## config.mk

```make
export PLATFORM = sky130hd
export DESIGN_NAME = adc_scan_sequencer
export DESIGN_NICKNAME = d
export VERILOG_FILES = /design/src/rtl/adc_scan_sequencer.sv
export SDC_FILE = /design/constraint.sdc
export NUM_CORES = 1
export LEC_CHECK = 0
export ABC_AREA = 1
export BUFFER_PORTS_ARGS = -buffer_cell sky130_fd_sc_hd__buf_2
export CORE_MARGIN = 2
export CORE_UTILIZATION = 50
export CTS_CLUSTER_SIZE = 40
export DETAILED_ROUTE_END_ITERATION = 8
export GPL_ROUTABILITY_DRIVEN = 0
export GPL_TIMING_DRIVEN = 0
export PLACE_DENSITY = 0.68
export SLEW_MARGIN = 20
export SYNTH_ARGS = -nofsm -noshare
export SYNTH_HDL_FRONTEND = slang
export SYNTH_SLANG_ARGS = --single-unit
```

## constraint.sdc

```tcl
create_clock -name clk -period 3.9 [get_ports clk]
set_input_delay 0.39 -clock clk [delete_from_list [all_inputs] [get_ports clk]]
set_output_delay 0.39 -clock clk [all_outputs]
set_load 0.02 [all_outputs]
```

## src/rtl/adc_scan_sequencer.sv

```systemverilog
// ---------------------------------------------------------------------------
// adc_scan_sequencer
// Round-robin scanning controller for the ADC128S052 8-channel 12-bit SPI ADC.
// SCLK, CS_N and DIN are produced from clk with a half-period tick enable.
// The ADC returns in frame N the conversion for the address sent in frame
// N-1, so the first frame after IDLE only primes the address pipeline. Every
// later frame yields one result tagged with the previous frame's address.
//
// Ports
//   clk, rst       system clock, asynchronous active-high reset
//   en, ch_mask    scan enable, channel include mask (bit i -> INi)
//   sample_*       valid/ready result stream (channel tag + 12-bit data)
//   overrun        1-cycle pulse when a held, unaccepted result is replaced
//   busy           sequencer not idle
//   sclk, cs_n,    ADC serial interface (dout already synchronous to clk)
//   din, dout
// ---------------------------------------------------------------------------
`timescale 1ns/1ps

module adc_scan_sequencer #(
    parameter int CLK_HZ     = 25000000,
    parameter int SCLK_HZ    = 5000000,
    parameter int PAUSE_SCLK = 10,
    parameter bit INVERT     = 1'b1
) (
    input  logic        clk,
    input  logic        rst,
    input  logic        en,
    input  logic [7:0]  ch_mask,
    output logic        sample_valid,
    input  logic        sample_ready,
    output logic [2:0]  sample_ch,
    output logic [11:0] sample_data,
    output logic        overrun,
    output logic        busy,
    output logic        sclk,
    output logic        cs_n,
    output logic        din,
    input  logic        dout
);

    localparam int HALF        = CLK_HZ / (2 * SCLK_HZ);
    localparam int DIV_W       = (HALF > 1) ? $clog2(HALF) : 1;
    localparam int PAUSE_TICKS = 2 * PAUSE_SCLK;
    localparam int PAUSE_W     = $clog2(PAUSE_TICKS + 1);

    typedef enum logic [1:0] {S_IDLE, S_FRAME, S_PAUSE} state_t;

    state_t             r_state;
    logic [DIV_W-1:0]   r_div;
    logic [4:0]         r_tog;        // SCLK toggles already made in this frame
    logic               r_frame_end;  // 32nd toggle done, raise cs_n next clk
    logic [PAUSE_W-1:0] r_pause;
    logic [15:0]        r_shift;
    logic [2:0]         r_addr;       // address being sent in this frame
    logic [2:0]         r_prev_addr;  // address whose data this frame carries
    logic               r_prime;      // current frame only primes the ADC
    logic               r_load;       // publish a result on this clk

    logic               w_tick;
    logic               w_start;
    logic [2:0]         w_first;
    logic [2:0]         w_next;
    logic [7:0]         w_din_word;
    logic [11:0]        w_raw;
    logic [11:0]        w_result;

    assign w_tick     = (r_state != S_IDLE) && (r_div == DIV_W'(HALF - 1));
    assign w_start    = en && (ch_mask != 8'd0);
    assign w_din_word = {2'b00, r_addr, 3'b000};
    assign w_raw      = r_shift[11:0];
    assign w_result   = INVERT ? (12'd4095 - w_raw) : w_raw;

    // Channel selection: lowest enabled channel overall, and the lowest
    // enabled channel above r_addr (falling back to the lowest overall, which
    // also covers a single enabled channel repeating).
    // NOTE: every combinational output gets a default before any conditional
    // assignment so no path leaves it unassigned and no latch is inferred.
    always_comb begin
        w_first = 3'd0;
        for (int i = 7; i >= 0; i--) begin
            if (ch_mask[i]) w_first = 3'(i);
        end
        w_next = w_first;
        for (int i = 7; i >= 0; i--) begin
            if (ch_mask[i] && (3'(i) > r_addr)) w_next = 3'(i);
        end
    end

    // NOTE: all state below uses non-blocking assignments so every register
    // updates from pre-edge values regardless of statement order.
    always_ff @(posedge clk or posedge rst) begin
        if (rst) begin
            r_state      <= S_IDLE;
            r_div        <= '0;
            r_tog        <= '0;
            r_frame_end  <= 1'b0;
            r_pause      <= '0;
            r_shift      <= '0;
            r_addr       <= '0;
            r_prev_addr  <= '0;
            r_prime      <= 1'b0;
            r_load       <= 1'b0;
            sclk         <= 1'b1;
            cs_n         <= 1'b1;
            din          <= 1'b0;
            busy         <= 1'b0;
            sample_valid <= 1'b0;
            sample_ch    <= '0;
            sample_data  <= '0;
            overrun      <= 1'b0;
        end else begin
            overrun <= 1'b0;
            r_load  <= 1'b0;

            // Divider free-runs outside IDLE so frame and pause share one grid.
            if (r_state == S_IDLE || w_tick) r_div <= '0;
            else                             r_div <= r_div + 1'b1;

            case (r_state)
                S_IDLE: begin
                    if (w_start) begin
                        r_state <= S_FRAME;
                        cs_n    <= 1'b0;
                        busy    <= 1'b1;
                        r_prime <= 1'b1;
                        r_addr  <= w_first;
                        r_tog   <= '0;
                    end
                end

                S_FRAME: begin
                    if (r_frame_end) begin
                        r_frame_end <= 1'b0;
                        cs_n        <= 1'b1;
                        r_state     <= S_PAUSE;
                        r_pause     <= '0;
                        r_load      <= ~r_prime;
                    end else if (w_tick) begin
                        sclk  <= ~sclk;
                        r_tog <= r_tog + 5'd1;
                        if (sclk) begin
                            // Falling edge: address bits on edges 1..8, zero after.
                            din <= r_tog[4] ? 1'b0 : w_din_word[3'd7 - r_tog[3:1]];
                        end else begin
                            r_shift <= {r_shift[14:0], dout};
                        end
                        if (r_tog == 5'd31) r_frame_end <= 1'b1;
                    end
                end

                S_PAUSE: begin
                    if (w_tick) begin
                        if (r_pause == PAUSE_W'(PAUSE_TICKS - 1)) begin
                            if (w_start) begin
                                r_state     <= S_FRAME;
                                cs_n        <= 1'b0;
                                r_prime     <= 1'b0;
                                r_prev_addr <= r_addr;
                                r_addr      <= w_next;
                                r_tog       <= '0;
                            end else begin
                                r_state <= S_IDLE;
                                busy    <= 1'b0;
                            end
                        end else begin
                            r_pause <= r_pause + 1'b1;
                        end
                    end
                end

                default: r_state <= S_IDLE;
            endcase

            // Newest result always wins; a same-cycle acceptance is not an overrun.
            if (r_load) begin
                sample_data  <= w_result;
                sample_ch    <= r_prev_addr;
                sample_valid <= 1'b1;
                overrun      <= sample_valid && !sample_ready;
            end else if (sample_valid && sample_ready) begin
                sample_valid <= 1'b0;
            end
        end
    end

endmodule
```

==> metrics.txt <==
status finished, final reports clean; final net count 344; P_int 729 uW; synthesized area 2560 um2; most frequent cell after synthesis nand2_1; share of cells above drive strength 1 20.4%; predominant post-synthesis flop cell dfrtp_1; syn avg cell area 8.90 um2; vias in the first global route 1818; Final Cycle Share 45.7%; CP dominant cell by count nand2_1; area share of the leading cell type in the synthesized netlist 51.7%; CTS tree yes; Tot GR Track Use 18.9%; antenna-violating nets left 0; Clock power frac 34.5%; max-cap violations 0; Avg Vias per Cell 4.97; Die Wd 75.6 um; Post-Layout Cell Count 399; CP Class flop to flop; final instance area 2920 um2; Clock Sinks 55; placed cells 391; Unique masters post-synth 40; FF-to-FF path depth 9; First-pass DRT Iterations 4; H-tree Lvls 2; Vias 1982; P_leak 0.00154 uW; Detailed Place HPWL 3.59 mm; Max VDD drop 173 uV; core area 5040 um2; Sequential Power Share 60.1%; CP startpoint r_pause[0]; clock edge transition at the registers on the reported setup and hold paths 100 ps; ant diodes 0; post-synth top area cell dfrtp_1; Residual DRC 0; ordered list of cells on the worst path ha_1, nand4_1, nor2_1, nand2_1, nand2_1, nand2_1, inv_1, o22ai_1, o21bai_1; startpoint types flop; Async SR Flop Fraction 100%; cts repair resizes 0; Worst R2R Setup Slack 2120 ps; fmax 561 MHz; register area share after synthesis 53.8%; Final Critical Period 1780 ps; Initial Util 50.8%; pwr/cell area 333 nW/um2; worst skew pair latency 320 ps; CTS Root Cell clkbuf_8; IO buf count 33; DRT Wirelength 4.92 mm; Worst Skew 11.0 ps; Mapped Cells 288; Hold WC Path Type input pin to asynchronous set/reset pin; number of core rows 26; EDFF count, synth 0; Layout area overhead 13.8%; slowest CP cell dfrtp_1; maximum root-to-sink buffer count 2; CP max FO 5; Routed wire per std cell 12.3 um; number of synthesized register bits 55; Syn Nets 304; Combinational Power Share 5.4%; RSZ-0062 raised after global routing false; Ys Warns 0; reg2reg start r_pause[0]; Worst-Margin Slew 671 ps; GR Overflow Total 0; die area 5720 um2; Crit. End Element flop; Ports 34; initial DRC count 165; Setup violations, final 0; Final Hold Fails 0; top cells by area, synth dfrtp_1 52%, nand2_1 11%, o21ai_0 5.7%, inv_1 5.3%, nor2_1 3.2%; chip height 75.6 um; largest net degree at the start of global routing 56; worst r2r dst r_addr[1]; global-route wire length before repair 8.16 mm; Sw Pwr 243 uW; Post-synth top cells 72 x nand2_1, 53 x dfrtp_1, 36 x inv_1, 29 x o21ai_0, 22 x nor2_1; Fin Setup TNS 0 ps; Arrival @ worst endpoint 1990 ps; CP Data Required Time 4110 ps; antenna violations before repair 0; max-slew violation count 0; Cell Area, Placed 2820 um2; Switching Fraction 25.0%; crit-path max cell delay 400 ps; Hold-fix buffers, CTS 0; Slew HR 55.2%; setup repair bufs after CTS 0; Num CTS Buffers 5
-- flip-flops by register name, summed over array words and instances, names as in the netlist, 2 cells and up --
signal and flops:
sample_ch 3, r_state 2, r_tog 5, r_shift 12
sample_data 12, r_pause 5, r_addr 3, r_prev_addr 3
-- worst max path at each step --
stage / endpoint / slack (ps) / cells past startpoint
2_1_floorplan: busy / 2170 / 1
3_3_place_gp: din / 1450 / 2
3_5_place_dp: r_tog[2] / 2100 / 7
4_1_cts: r_addr[1] / 2130 / 9
5_1_grt: r_addr[1] / 1920 / 9
6_report: r_addr[1] / 2120 / 9
-- layout by cell type, fill, tap and decap left out, drive strengths merged --
| master | count |
|---|---|
| xnor2 | 1 |
| ha | 3 |
| nor2 | 28 |
| nand4 | 1 |
| nand2 | 74 |
| a21boi | 1 |
| clkinv | 2 |
| clkbuf | 8 |
| o41ai | 1 |
| dfstp | 2 |
| mux2 | 2 |
| a22o | 1 |
| nor4 | 2 |
| a211oi | 1 |
| nand3 | 7 |
| o31ai | 2 |
| a31oi | 1 |
| nor3 | 5 |
| o21ai | 36 |
| dfrtp | 53 |
| xor2 | 2 |
| buf | 35 |
| o22ai | 2 |
| o311ai | 1 |
| o211ai | 2 |
| nor3b | 1 |
| o21bai | 1 |
| inv | 42 |
| a21oi | 12 |
-- routing by layer --
layer	up-vias	part of all wire, %	GRT usage (%)
li1	1008	-	-
met1	915	47	25.2
met2	47	46	29.8
met3	12	4.0	4.89
met4	0	2.4	7.41
met5	-	0	0
-- logic make-up after synthesis --
kind of cell | Yosys count | share of synthesized area (%)
flip-flops | 55 | 53.8
AO/OA/AOI/OAI | 61 | 13.9
AND/OR/NAND/NOR | 118 | 21.2
buffers and inverters | 46 | 7.42
multiplexers | 2 | 1.17
adder cells (fa/ha/maj) | 3 | 1.46
XOR/XNOR | 3 | 1.03
-- power groups by stage --
stage / clock, uW / combinational [uW] / sequential [uW]
after floorplan: 0 / 26.5 / 601
after global placement: 0 / 52.0 / 596
after detailed placement: 0 / 53.6 / 596
after CTS: 345 / 53.7 / 585
after global routing: 374 / 61.3 / 586
final: 335 / 52.6 / 585
-- cell type report --
| type | count | area [um2] |
|---|---|---|
| fill | 450 | 2130 |
| inverter | 41 | 159 |
| multi-input combinational | 187 | 995 |
| clock inverter | 3 | 28.8 |
| clock buffer | 5 | 68.8 |
| buffer | 5 | 33.8 |
| tap | 70 | 87.6 |
| sequential | 55 | 1380 |
| timing repair buffer | 33 | 165 |
-- worst max-delay path, delay by kind of cell (launching register included) --
family / cells / cell delay, ps
AND/OR/NAND/NOR: 5 / 630
AO/OA/AOI/OAI: 2 / 250
flip-flops: 1 / 400
adder cells (fa/ha/maj): 1 / 200
buffers and inverters: 1 / 190
-- per-stage QoR --
step | worst slack [ps] | power [uW] | hold slack (ps) | utilization (%)
after floorplan | 2170 | 628 | 402 | -
after global placement | 1450 | 648 | 441 | 55.9
after detailed placement | 2100 | 650 | 449 | 55.9
after CTS | 2130 | 984 | 190 | 57.8
after global routing | 1920 | 1020 | 225 | 57.8
final | 2120 | 972 | 167 | 57.8
Power figures use the tool's default switching activity.
